$ cat src/rtl/vchess_core.sv
// vchess_core: chess board holder and material evaluator.
//
// Holds one 8x8 board of 4-bit piece codes. The code for square (r, c) sits at
// bits [(r*8+c)*4 +: 4]. Row 0 is the white back rank. Code bit 3 is the
// colour (0 white, 1 black). Bits 2:0 are the piece type.
// After reset or an accepted load, the board is scanned one square per clock.
// The block then publishes the material totals, the signed evaluation and the
// king squares.
//
// Ports:
//   clk               rising-edge clock
//   reset             asynchronous active-low reset
//   board_in          board to latch when board_load is accepted (in IDLE only)
//   board_load        load request; ignored while scanning or in DONE
//   board_out         currently stored board
//   busy              high while a scan is in progress
//   eval_valid        one-cycle pulse when the result outputs update
//   white_material    unsigned white material total
//   black_material    unsigned black material total
//   eval              17-bit two's complement, white minus black
//   white_king_sq     square index of the white king (highest index wins)
//   black_king_sq     square index of the black king (highest index wins)
//   white_king_found  at least one white king was seen
//   black_king_found  at least one black king was seen
module vchess_core #(
  parameter int PIECE_BITS  = 4,
  parameter int BOARD_WIDTH = PIECE_BITS * 64
) (
  input  logic                   clk,
  input  logic                   reset,
  input  logic [BOARD_WIDTH-1:0] board_in,
  input  logic                   board_load,
  output logic [BOARD_WIDTH-1:0] board_out,
  output logic                   busy,
  output logic                   eval_valid,
  output logic [15:0]            white_material,
  output logic [15:0]            black_material,
  output logic [16:0]            eval,
  output logic [5:0]             white_king_sq,
  output logic [5:0]             black_king_sq,
  output logic                   white_king_found,
  output logic                   black_king_found
);

  typedef enum logic [1:0] {
    ST_SCAN,
    ST_DONE,
    ST_IDLE
  } state_e;

  localparam logic [2:0] TYPE_KING = 3'd6;

  // Material value of a piece type. Type 7 is treated as empty.
  function automatic logic [15:0] piece_value(input logic [2:0] ptype);
    case (ptype)
      3'd1:    piece_value = 16'd100;
      3'd2:    piece_value = 16'd300;
      3'd3:    piece_value = 16'd300;
      3'd4:    piece_value = 16'd500;
      3'd5:    piece_value = 16'd900;
      default: piece_value = 16'd0;
    endcase
  endfunction

  // Back-rank piece type by column: R N B Q K B N R.
  function automatic logic [2:0] back_rank_type(input int col);
    case (col)
      0, 7:    back_rank_type = 3'd4;
      1, 6:    back_rank_type = 3'd2;
      2, 5:    back_rank_type = 3'd3;
      3:       back_rank_type = 3'd5;
      default: back_rank_type = TYPE_KING;
    endcase
  endfunction

  function automatic logic [BOARD_WIDTH-1:0] start_board();
    logic [BOARD_WIDTH-1:0] b;
    b = '0;
    for (int c = 0; c < 8; c++) begin
      b[c*PIECE_BITS      +: PIECE_BITS] = {1'b0, back_rank_type(c)};
      b[(8+c)*PIECE_BITS  +: PIECE_BITS] = 4'h1;
      b[(48+c)*PIECE_BITS +: PIECE_BITS] = 4'h9;
      b[(56+c)*PIECE_BITS +: PIECE_BITS] = {1'b1, back_rank_type(c)};
    end
    return b;
  endfunction

  state_e                 state_q;
  logic [BOARD_WIDTH-1:0] board_q;
  logic [5:0]             idx_q;
  logic [15:0]            white_acc_q, black_acc_q;
  logic [5:0]             white_ksq_acc_q, black_ksq_acc_q;
  logic                   white_kf_acc_q, black_kf_acc_q;

  logic                   busy_q, eval_valid_q;
  logic [15:0]            white_mat_q, black_mat_q;
  logic [16:0]            eval_q;
  logic [5:0]             white_ksq_q, black_ksq_q;
  logic                   white_kf_q, black_kf_q;

  // Decode of the square currently under the scan pointer.
  logic [PIECE_BITS-1:0]  sq_code;
  logic [15:0]            sq_value;
  logic                   sq_king;
  logic [15:0]            white_acc_d, black_acc_d;

  assign sq_code  = board_q[int'(idx_q)*PIECE_BITS +: PIECE_BITS];
  assign sq_value = piece_value(sq_code[2:0]);
  assign sq_king  = (sq_code[2:0] == TYPE_KING);

  // NOTE: every always_comb output gets a default first so no path can infer a latch.
  always_comb begin
    white_acc_d = white_acc_q;
    black_acc_d = black_acc_q;
    if (sq_code[3]) black_acc_d = black_acc_q + sq_value;
    else            white_acc_d = white_acc_q + sq_value;
  end

  // NOTE: the board is 256 ordinary flops, not a RAM, so resetting it to the
  // starting position is legal and cheap. All sequential state uses <= so every
  // register samples pre-edge values.
  always_ff @(posedge clk or negedge reset) begin
    if (!reset) begin
      board_q         <= start_board();
      state_q         <= ST_SCAN;
      idx_q           <= '0;
      white_acc_q     <= '0;
      black_acc_q     <= '0;
      white_ksq_acc_q <= '0;
      black_ksq_acc_q <= '0;
      white_kf_acc_q  <= 1'b0;
      black_kf_acc_q  <= 1'b0;
      busy_q          <= 1'b1;
      eval_valid_q    <= 1'b0;
      white_mat_q     <= '0;
      black_mat_q     <= '0;
      eval_q          <= '0;
      white_ksq_q     <= '0;
      black_ksq_q     <= '0;
      white_kf_q      <= 1'b0;
      black_kf_q      <= 1'b0;
    end else begin
      case (state_q)
        ST_SCAN: begin
          eval_valid_q <= 1'b0;
          white_acc_q  <= white_acc_d;
          black_acc_q  <= black_acc_d;
          // The scan is ascending, so a later king overwrites an earlier one.
          if (sq_king) begin
            if (sq_code[3]) begin
              black_ksq_acc_q <= idx_q;
              black_kf_acc_q  <= 1'b1;
            end else begin
              white_ksq_acc_q <= idx_q;
              white_kf_acc_q  <= 1'b1;
            end
          end
          idx_q <= idx_q + 6'd1;
          if (idx_q == 6'd63) state_q <= ST_DONE;
        end
        ST_DONE: begin
          white_mat_q  <= white_acc_q;
          black_mat_q  <= black_acc_q;
          eval_q       <= {1'b0, white_acc_q} - {1'b0, black_acc_q};
          white_ksq_q  <= white_ksq_acc_q;
          black_ksq_q  <= black_ksq_acc_q;
          white_kf_q   <= white_kf_acc_q;
          black_kf_q   <= black_kf_acc_q;
          eval_valid_q <= 1'b1;
          busy_q       <= 1'b0;
          state_q      <= ST_IDLE;
        end
        default: begin  // ST_IDLE
          eval_valid_q <= 1'b0;
          if (board_load) begin
            board_q         <= board_in;
            idx_q           <= '0;
            white_acc_q     <= '0;
            black_acc_q     <= '0;
            white_ksq_acc_q <= '0;
            black_ksq_acc_q <= '0;
            white_kf_acc_q  <= 1'b0;
            black_kf_acc_q  <= 1'b0;
            busy_q          <= 1'b1;
            state_q         <= ST_SCAN;
          end
        end
      endcase
    end
  end

  assign board_out        = board_q;
  assign busy             = busy_q;
  assign eval_valid       = eval_valid_q;
  assign white_material   = white_mat_q;
  assign black_material   = black_mat_q;
  assign eval             = eval_q;
  assign white_king_sq    = white_ksq_q;
  assign black_king_sq    = black_ksq_q;
  assign white_king_found = white_kf_q;
  assign black_king_found = black_kf_q;

endmodule

$ cat config.mk
export PLATFORM = sky130hd
export DESIGN_NAME = vchess_core
export DESIGN_NICKNAME = d
export VERILOG_FILES = /design/src/rtl/vchess_core.sv
export SDC_FILE = /design/constraint.sdc
export NUM_CORES = 1
export LEC_CHECK = 0
export BUFFER_PORTS_ARGS = -buffer_cell sky130_fd_sc_hd__buf_2
export CORE_AREA = 5 5 223 225
export CTS_CLUSTER_SIZE = 20
export DETAILED_ROUTE_END_ITERATION = 10
export DIE_AREA = 0 0 228 230
export SYNTH_ARGS = -nofsm -noshare
export SYNTH_HDL_FRONTEND = slang
export SYNTH_SLANG_ARGS = --single-unit
$ cat constraint.sdc
create_clock -name clk -period 6.3 [get_ports clk]
set_clock_uncertainty 0.05 [all_clocks]
set_input_delay 0.63 -clock clk [delete_from_list [all_inputs] [get_ports clk]]
set_output_delay 0.63 -clock clk [all_outputs]
set_load 0.005 [all_outputs]
Word level (Yosys, flattened, before mapping) --
Cells that the tools add are included.
Cells by class: shift operators 1, equality and inequality tests 12, bitwise logic cells 3, add/subtract/negate cells 4, muxes and demuxes 27, reduce and logical (&&, ||, !) cells 14
Operator list (count):
- indexed part select 256 x 9 -> 4 bit | 1
- one-hot mux 16 bit (2 select lines) | 2
- 2-to-1 mux 16 bit | 3
- one-hot mux 10 bit (4 select lines) | 1
- one-hot mux 6 bit (2 select lines) | 3
- adder 16 bit | 2
- 2-to-1 mux 6 bit | 5
- subtractor 16 x 16 -> 17 bit | 1
- == test 3 bit, second input constant | 3
- != test 2 bit, second input constant | 4
- AND reduction 2 bit | 4
- AND reduction 4 bit | 2
- 2-to-1 mux 1 bit | 7
- adder 6 x 1 -> 6 bit, second input constant | 1
- == test 3 x 2 -> 1 bit, second input constant | 2
- == test 6 bit, second input constant | 1
- one-hot mux 1 bit (2 select lines) | 3
- AND reduction 3 bit | 2
- 2-to-1 mux 2 bit | 2
- one-hot mux 2 bit (2 select lines) | 1
- nonzero test 2 bit | 2
- OR reduction 2 bit | 2
- == test 3 x 1 -> 1 bit, second input constant | 1
- NOT 1 bit | 3
- 3 further kinds | 3
Word-level totals: word-level logic and storage cells 79, flip-flop bits (word level) 375, output and inout bits 321, input port bits 259

Depth between registers and ports, before layout --
Gate-level depths: netlist (run 1).
depth in word-level cells 7, gate-level depth with buffers 20, mapped depth without buffers 17

Least setup slack after synthesis (run 1) --
No wires, ideal clock.
path type reg-to-reg, from register idx_q[0], to register white_acc_q[13], library setup time 69 ps, arrival 4630 ps, path buffers 1, slack 1550 ps, period minus slack after synthesis 4750 ps, required time 6181 ps, cell stages (with the launch flop) 18, cell sequence dfrtp_1 buf_4 mux4_2 mux4_2 mux4_2 inv_2 xnor2_1 nand3_1 o31ai_4 or2_2 ha_1 nand2_1 o21ai_0 a211o_1 maj3_2 a31o_1 or4b_1 nand3_1
Between the ends: cells in the longest elaborated chain, start to end 7, elaborated cells between the ends (all ways) 13, those cells by class 1 x add/sub; 6 x eq/ne; 1 x shift; 3 x mux; 2 x reduce/logical
RTL lines:
- from (decl) | line 90 | logic [5:0] idx_q;
- from (signal assigned) | line 158 | idx_q <= idx_q + 6'd1;
- indexed part select 256 x 9 -> 4 bit (*) | line 107 | assign sq_code = board_q[int'(idx_q)*PIECE_BITS +: PIECE_BITS];
- == test 3 x 2 -> 1 bit | line 55 | case (ptype)
- OR reduction 2 bit (no source line)
- one-hot mux 10 bit (4 select lines) | line 55
- adder 16 bit | line 116 | else white_acc_d = white_acc_q + sq_value;
- 2-to-1 mux 16 bit | line 115 | if (sq_code[3]) black_acc_d = black_acc_q + sq_value;
- one-hot mux 16 bit (2 select lines) | line 143 | case (state_q)
- to (signal assigned) | line 146 | white_acc_q <= white_acc_d;
- to (decl) | line 91 | logic [15:0] white_acc_q, black_acc_q;
Every way passes the cells marked *; elsewhere a longest branch is shown, timed or not. The select of a mux whose other input is x is not followed. A chain may end at the register's enable or synchronous reset.

Final worst setup path (run 1) --
from register idx_q[0], to register black_acc_q[12]
Between the ends: cells in the longest elaborated chain, start to end 7, elaborated cells between the ends (all ways) 13, those cells by class 1 x add/sub; 6 x eq/ne; 1 x shift; 3 x mux; 2 x reduce/logical
RTL lines:
- indexed part select 256 x 9 -> 4 bit (*) | line 107
- == test 3 x 2 -> 1 bit | line 55
- OR reduction 2 bit (no source line)
- one-hot mux 10 bit (4 select lines) | line 55
- adder 16 bit | line 115
- 2-to-1 mux 16 bit | line 115
- one-hot mux 16 bit (2 select lines) | line 143
- to (signal assigned) | line 147 | black_acc_q <= black_acc_d;
- to (decl) | line 91
Marks and branches as above.

==> results.md, run 1 <==
* Run status: completed
* Slowest-stage cell, CP: dfrtp_4
* Post-cts sizing count at 0
* Post-DP HPWL at between 50,000 and 60,000 microns
* Nets at 2,760
* Fill cells at roughly 4,600
* Congestion Overflow GR at 0
* Ys async rst share at 100%
* Pin count of the biggest net entering global routing at between 150 and 200
* Final hold viol count at 0
* Warnings from Yosys at 0
* WS Path Type: flop to flop
* Pwr Total at 12.9 mW
* Initial antenna violation count at 9
* GRT Resource Usage Total at 25.5%
* DIE HEIGHT at 230 microns
* CTS Sinks at 366
* Post-synth EDFFs at 0
* Via density at 5.20
* H-tree levels at 2
* Syn-to-layout area delta at 27.2%
* Io pins at 580
* TNS Setup at 0 ns
* Setup crit start kind: flop
* Period utilization at 89.6%
* Routed Wire Length at 69,700 microns
* Setup Buffers After CTS at 0
* CORE AREA at 0.0473 sq mm
* Final Max Slew Viols at 0
* Max-Cap Viols at 0
* Placed cells at 3,041
* CP cell instances: buf_4, mux4_2, mux4_2, nor2_1, a41o_1, nor3_1, or2_1, or2_2, ha_1, and2_1, nand2_1, nand2_1, a31oi_1, and3b_1, a311oi_1, or4_1, a21oi_1
* Root Driver: clkbuf_16
* CP Capture Type: flop
* Hold slack final at 0.126 ns
* Area post-placement at 0.0211 sq mm
* Yosys cell types at 72
* CTS tree: done
* Crit path max fanout at 34
* Port bufs at 574
* Vias in the first global route at 16,500
* Main area contributors after synthesis: dfrtp_1, nand2_1, dfstp_2
* LEAKAGE at 12.0 nW
* Worst Max-Slew Pin Slew at ~1.2 ns
* Mean Syn Cell Area at between 9 and 10 sq um
* FF+latch count, synth at 366
* Critical Path AT at 5.97 ns
* Pwr dens at 571 mW/mm^2
* DRC violations left at 0
* Cts hold-fix bufs at 0
* Die Span X at approximately 230 microns
* Antenna Violating Nets Remaining at 0
* Dominant synthesized flop cell: dfrtp_1
* TritonCTS Buffers at 42
* Top-area cell type share of the netlist area at ~44%
* Via count at 16,300
* Unrepaired setup endpoints after global routing: no
* Pre-antenna DRT Iters at 5
* Design area at 0.0226 sq mm
* Register-to-Register Path Depth at 17
* Initial Util at 37.5%
* Tmin final at 5.64 ns
* RePlAce Congestion at approximately 0.93
* Min-delay worst type: input port to async pin
* Finish-stage setup viols at 0
* Register-to-register setup slack at between 0.6 and 0.7 ns
* Req. time, crit path at approximately 6.6 ns
* Crit Reg-Reg Endpoint: black_acc_q[12]$_DFFE_PN0P_
* Maximum clock insertion buffer count at 3
* RR Startpoint: idx_q[0]$_DFFE_PN0P_
* Finished Layout Cells at 3,123
* Die Area at 0.0524 sq mm
* Clock Latency Late Sink at ~0.56 ns
* Syn Inst Count at 1,949
* DR iter-0 viols at 1,258
* Slew headroom at 20.1%
* Rows at 80
* CP peak stage delay at 0.86 ns
* First-pass GRT wire length at 104,000 microns
* Post-synthesis cell area at between 0.015 and 0.02 sq mm
* Maximum VDD drop at 0.243 mV
* Reg clk slew, reported paths at about 0.060 ns
* Largest area contributor in the netlist: dfrtp_1
* Share of post-route cells with drive strength above 1 at 31.8%
* Wire length per cell at 22.3 microns
* Max frequency at 177 MHz
* Sequential share of the synthesized area at 52.0%
==> stage by stage <==
stage	worst slack (ns)	utilization [%]
floorplan	1.55	-
finish	0.655	47.7
global route	0.248	47.7
global placement	0.771	44.6
CTS	0.618	47.7
detailed placement	0.685	44.6
==> Yosys cell counts, types with 4 or more instances <==
master and number:
nor2b_1 8, a21o_1 5, and2_1 6, a221o_1 7
a22o_1 17, buf_4 10, a211oi_1 6, a21oi_1 34
nand4_1 6, buf_1 9, a31oi_1 6, o221ai_1 6
clkbuf_1 91, xnor2_1 14, nor3_1 9, a22oi_1 13
dfstp_2 57, inv_1 43, nor2_1 30, mux4_2 49
ha_1 30, xor2_1 5, o211ai_1 5, dfrtp_1 309
o31ai_1 20, a311oi_1 4, mux2i_1 32, o21a_1 4
o21ai_0 60, mux2_2 11, and3_1 10, or4_1 6
nor4b_1 4, nand2_1 917, buf_2 9, nand2b_1 8
or3_1 5, nand3_1 32
==> routing by layer <==
metal | wire length [microns] | share of wire, % | track usage [%] | vias to the layer above
li1 | - | - | - | 7519
met1 | 28500 | 41 | 32.7 | 7980
met2 | 33800 | 48 | 42.3 | 619
met3 | 4740 | 6.8 | 5.93 | 128
met4 | 2610 | 3.7 | 9.49 | 8
met5 | 55 | 0.079 | 0 | -
==> worst max-delay path, delay by kind of cell (launching register included) <==
family | cells | cell delay [ns]
fa+ha+maj | 1 | 0.31
compound gates | 4 | 1.13
simple gates | 9 | 1.72
flops | 1 | 0.86
buf+inv | 1 | 0.33
mux | 2 | 1.03
==> area by class of cell <==
type / count / area (sq um) / area share [%]
timing repair buffer: 595 / 3080 / 13.6
inverter: 46 / 173 / 0.764
antenna: 5 / 12.5 / 0.0554
tap: 615 / 769 / 3.41
clock inverter: 14 / 201 / 0.892
sequential: 366 / 9240 / 40.9
multi-input combinational: 1419 / 7860 / 34.8
clock buffer: 63 / 1260 / 5.58
==> worst max path at each step <==
stage,startpoint,to,depth (start not counted)
after floorplan,idx_q[0]$_DFFE_PN0P_,white_acc_q[13]$_DFFE_PN0P_,17
after global placement,idx_q[0]$_DFFE_PN0P_,black_acc_q[12]$_DFFE_PN0P_,17
after detailed placement,idx_q[0]$_DFFE_PN0P_,black_acc_q[14]$_DFFE_PN0P_,17
after CTS,idx_q[0]$_DFFE_PN0P_,black_acc_q[12]$_DFFE_PN0P_,17
after global routing,idx_q[0]$_DFFE_PN0P_,black_acc_q[10]$_DFFE_PN0P_,17
final,idx_q[0]$_DFFE_PN0P_,black_acc_q[12]$_DFFE_PN0P_,17
==> flip-flops by register name (all words and copies together) (netlist names), 2 cells and up <==
name	flops
black_acc_q	14
black_king_sq	6
black_ksq_acc_q	6
black_material	14
board_out	256
eval	16
idx_q	6
state_q	2
white_acc_q	14
white_king_sq	6
white_ksq_acc_q	6
white_material	14
==> cells by family (layout without fill, tap and decap cells) <==
kind of cell / Yosys count / after routing / share of synthesized area, %
adder cells (fa/ha/maj): 35 / 35 / 2.46
other: 2 / 11 / 0.0423
flip-flops: 366 / 366 / 52.0
AND/OR/NAND/NOR: 1055 / 1055 / 23.8
multiplexers: 94 / 94 / 8.84
XOR/XNOR: 19 / 19 / 0.937
AO/OA/AOI/OAI: 210 / 210 / 8.05
buffers and inverters: 168 / 718 / 3.95
==> cells in the final DEF (no fill, tap or decap), drive strengths merged, types with 9 or more instances in the layout <==
cell,netlist,routed
dfrtp,309,309
nor2,30,30
o31ai,21,21
mux2i,32,32
a21oi,34,34
inv,45,47
and3,10,10
nand2,917,917
mux4,49,49
nand3,32,32
ha,30,30
nor3,9,9
a22oi,13,13
dfstp,57,57
mux2,13,13
o21ai,60,60
clkbuf,91,63
a22o,17,17
xnor2,14,14
buf,31,595
==> power breakdown <==
part / switching (mW) / internal [mW]
clock: 1.01 / 1.56
sequential: 1.08 / 3.29
combinational: 3.30 / 2.66
total: 5.39 / 7.51
Note: power is estimated with default switching activity, not from simulation.
==> run 2, diff against run 1 <==
--- a/config.mk
+++ b/config.mk
@@ -10,6 +10,7 @@
 export CTS_CLUSTER_SIZE = 20
 export DETAILED_ROUTE_END_ITERATION = 10
 export DIE_AREA = 0 0 228 230
+export PLACE_DENSITY = 0.73
 export SYNTH_ARGS = -nofsm -noshare
 export SYNTH_HDL_FRONTEND = slang
 export SYNTH_SLANG_ARGS = --single-unit
==> run 2 against run 1 <==
Design area down 0.51%. Wire length down 1.9%. Worst hold slack better by 0.079 ns. Combinational power about the same. Critical path depth unchanged. Global-route usage down 0.12 points. Sequential share of layout area up 0.21 points. Die area unchanged. Fmax down 2.0%. Critical path type unchanged.
==> results.md, run 2 (synthesis results as in run 1) <==
* Run status: completed
* Initial antenna violation count at 7 (-2)
* Maximum clock insertion buffer count at 3 (unchanged)
* Commonest non-fill, non-tap cell in the layout: nand2_1
* CTS Sinks at 366 (unchanged)
* Setup Slack @ Placement at 0.560 ns (-0.125 ns)
* Fill cells at 4,447 (-3.0%)
* Congestion Overflow GR at 0 (unchanged)
* Initial Util at 37.5% (unchanged)
* Via density at 5.25 (+0.84%)
* Placed cells at 3,040 (-0.033%)
* GRT Resource Usage Total at 25.4% (-0.12 points)
* Via count at 16,400 (+0.68%)
* H-tree levels at 2 (unchanged)
* Finish-stage setup viols at 0 (unchanged)
* Pin count of the biggest net entering global routing at 204 (+5.7%)
* Crit path max fanout at 41 (+21%)
* Sw frac at 42.4% (+0.63 points)
* Multi-input logic area at 0.00786 sq mm (unchanged)
* CP peak stage delay at 0.92 ns (+0.06 ns)
* Final Max Slew Viols at 0 (unchanged)
* Setup crit start kind: flop
* Flip-flop and latch area at 0.00924 sq mm (unchanged)
* CP Capture Type: flop
* Nets at 2,760 (unchanged)
* Antenna Violating Nets Remaining at 0 (unchanged)
* Clock Latency Late Sink at 0.56 ns (about the same)
* Psw at 5.43 mW (+0.61%)
* CORE AREA at 0.0473 sq mm (unchanged)
* Combinational Power Share at 46.7% (+0.5 points)
* Worst hold path depth at 3
* Die Area at 0.0524 sq mm (unchanged)
* Wire length per cell at 21.9 microns (-1.8%)
* Max-Cap Viols at 0 (unchanged)
* DRC violations left at 0 (unchanged)
* Internal power at 7.36 mW (-2.0%)
* Root Driver: clkbuf_16
* Min-delay worst type: input port to flop
* Syn-to-layout area delta at 26.6%
* Vias in the first global route at 16,500 (-0.018%)
* Routed Wire Length at 68,400 microns (-1.9%)
* LEAKAGE at 11.9 nW (-0.33%)
* Reg power frac at 34.2% (+0.3 points)
* Req. time, crit path at 6.70 ns (+0.08 ns)
* Critical Path AT at 6.15 ns (+0.18 ns)
* Max reg flops at 256 (unchanged)
* WS Path Type: flop to flop
* Maximum VDD drop at 0.280 mV (+15%)
* Critical path's most frequent cell: mux4_2
* Pwr dens at 569 mW/mm^2 (-0.38%)
* Unrepaired setup endpoints after global routing: no
* Share of post-route cells with drive strength above 1 at 31.7% (-0.095 points)
* TritonCTS Buffers at 42 (unchanged)
* Register-to-Register Path Depth at 17 (unchanged)
* Max frequency at 174 MHz (-2.0%)
* Port bufs at 574 (unchanged)
* First-pass GRT wire length at 104,000 microns (+0.51%)
* Final WS setup at 0.540 ns (-0.115 ns)
* Worst Max-Slew Pin Slew at 1.13 ns (-0.0647 ns)
* Tmin final at 5.76 ns (+0.115 ns)
* Commonest non-fill, non-tap cells in the layout: nand2_1, buf_2, dfrtp_1
* Pre-antenna DRT Iters at 5 (unchanged)
* CTS tree: done
* TNS Setup at 0 ns (unchanged)
* DR iter-0 viols at 1,546 (+23%)
* Reg clk slew, reported paths at 0.06 ns (about the same)
* Slowest-stage cell, CP: dfrtp_4
* Finished Layout Cells at 3,118 (-0.16%)
* Io pins at 580 (unchanged)
* Period utilization at 91.4% (+1.8 points)
* RePlAce Congestion at 0.930 (+0.50%)
* CP cell instances: mux4_2, mux4_2, mux4_2, inv_2, xnor2_1, nand3_1, o31ai_4, or2_2, ha_1, and2_1, nand2_1, nand2_1, a31oi_1, and3b_1, a311oi_1, o311ai_0, o41ai_1
* Final hold viol count at 0 (unchanged)
* Rows at 80 (unchanged)
* Pwr Total at 12.8 mW (-0.88%)
* DIE HEIGHT at 230 microns (unchanged)
* Slew headroom at 24.4% (+4.3 points)
* Post-DP HPWL at 52,200 microns (-2.0%)
* Clock share of power at 19.1% (-0.8 points)
* Die Span X at 228 microns (unchanged)
run 2: cell type report:
type                       count  area share [%]
timing repair buffer         595            13.6
clock buffer                  60            5.38
clock inverter                15           0.696
inverter                      46           0.768
sequential                   366            41.1
tap                          615            3.42
antenna                        2          0.0223
multi-input combinational   1419            35.0
run 2: path summary, 6_finish.rpt:
check / startpoint / slack [ns] / end
min reg2reg: busy$_DFFE_PN1P_ / 0.41 / busy$_DFFE_PN1P_
min in group asynchronous: reset / 0.58 / eval[1]$_DFFE_PN0P_
min: board_in[57] / 0.20 / board_out[57]$_DFFE_PN0P_
max in group asynchronous: reset / 4.22 / board_out[91]$_DFFE_PN0P_
max reg2reg: idx_q[0]$_DFFE_PN0P_ / 0.54 / black_acc_q[10]$_DFFE_PN0P_
max: idx_q[0]$_DFFE_PN0P_ / 0.54 / black_acc_q[10]$_DFFE_PN0P_
run 2: worst max-delay path: cells and delay by family (launching register included):
family                     cells  cell delay [ns]
and+or+nand+nor                6             1.05
buffers and inverters          1             0.13
DFF                            1             0.92
muxes                          3             1.67
xor gates and xnor gates       1             0.07
AOI/OAI and AO/OA              5             1.39
adders and majority gates      1             0.33
run 2: what timing repair did:
item                                   4_1_cts  5_1_grt
gates resized for setup                      0        0
endpoints found under the hold margin        2        0
buffers inserted                             0        0
hold buffers                                 1        0
run 2: stage by stage:
stage | hold WS, ns | util (%) | cell area (sq um)
after CTS | 0.168 | 47.5 | 22500
after global routing | 0.176 | 47.5 | 22500
after global placement | 0.401 | 44.6 | 21100
after floorplan | 0.284 | - | 17800
final | 0.205 | 47.5 | 22500
after detailed placement | 0.403 | 44.6 | 21100
run 2: per-layer routing:
| layer | GRT usage, % | vias up | share of wire, % |
|---|---|---|---|
| met5 | 0 | - | 0.080 |
| met4 | 9.21 | 8 | 3.8 |
| met3 | 4.76 | 127 | 6.8 |
| li1 | - | 7515 | - |
| met2 | 41.9 | 735 | 48 |
| met1 | 33.6 | 7980 | 41 |
run 2: power by group through the flow:
stage,Combinational [mW],Sequential (mW),Clock [mW]
6_report,5.97,4.38,2.44
3_3_place_gp,5.80,4.39,0
2_1_floorplan,3.94,3.90,0
3_5_place_dp,5.95,4.38,0
4_1_cts,5.99,4.35,2.48
5_1_grt,6.58,4.47,2.58
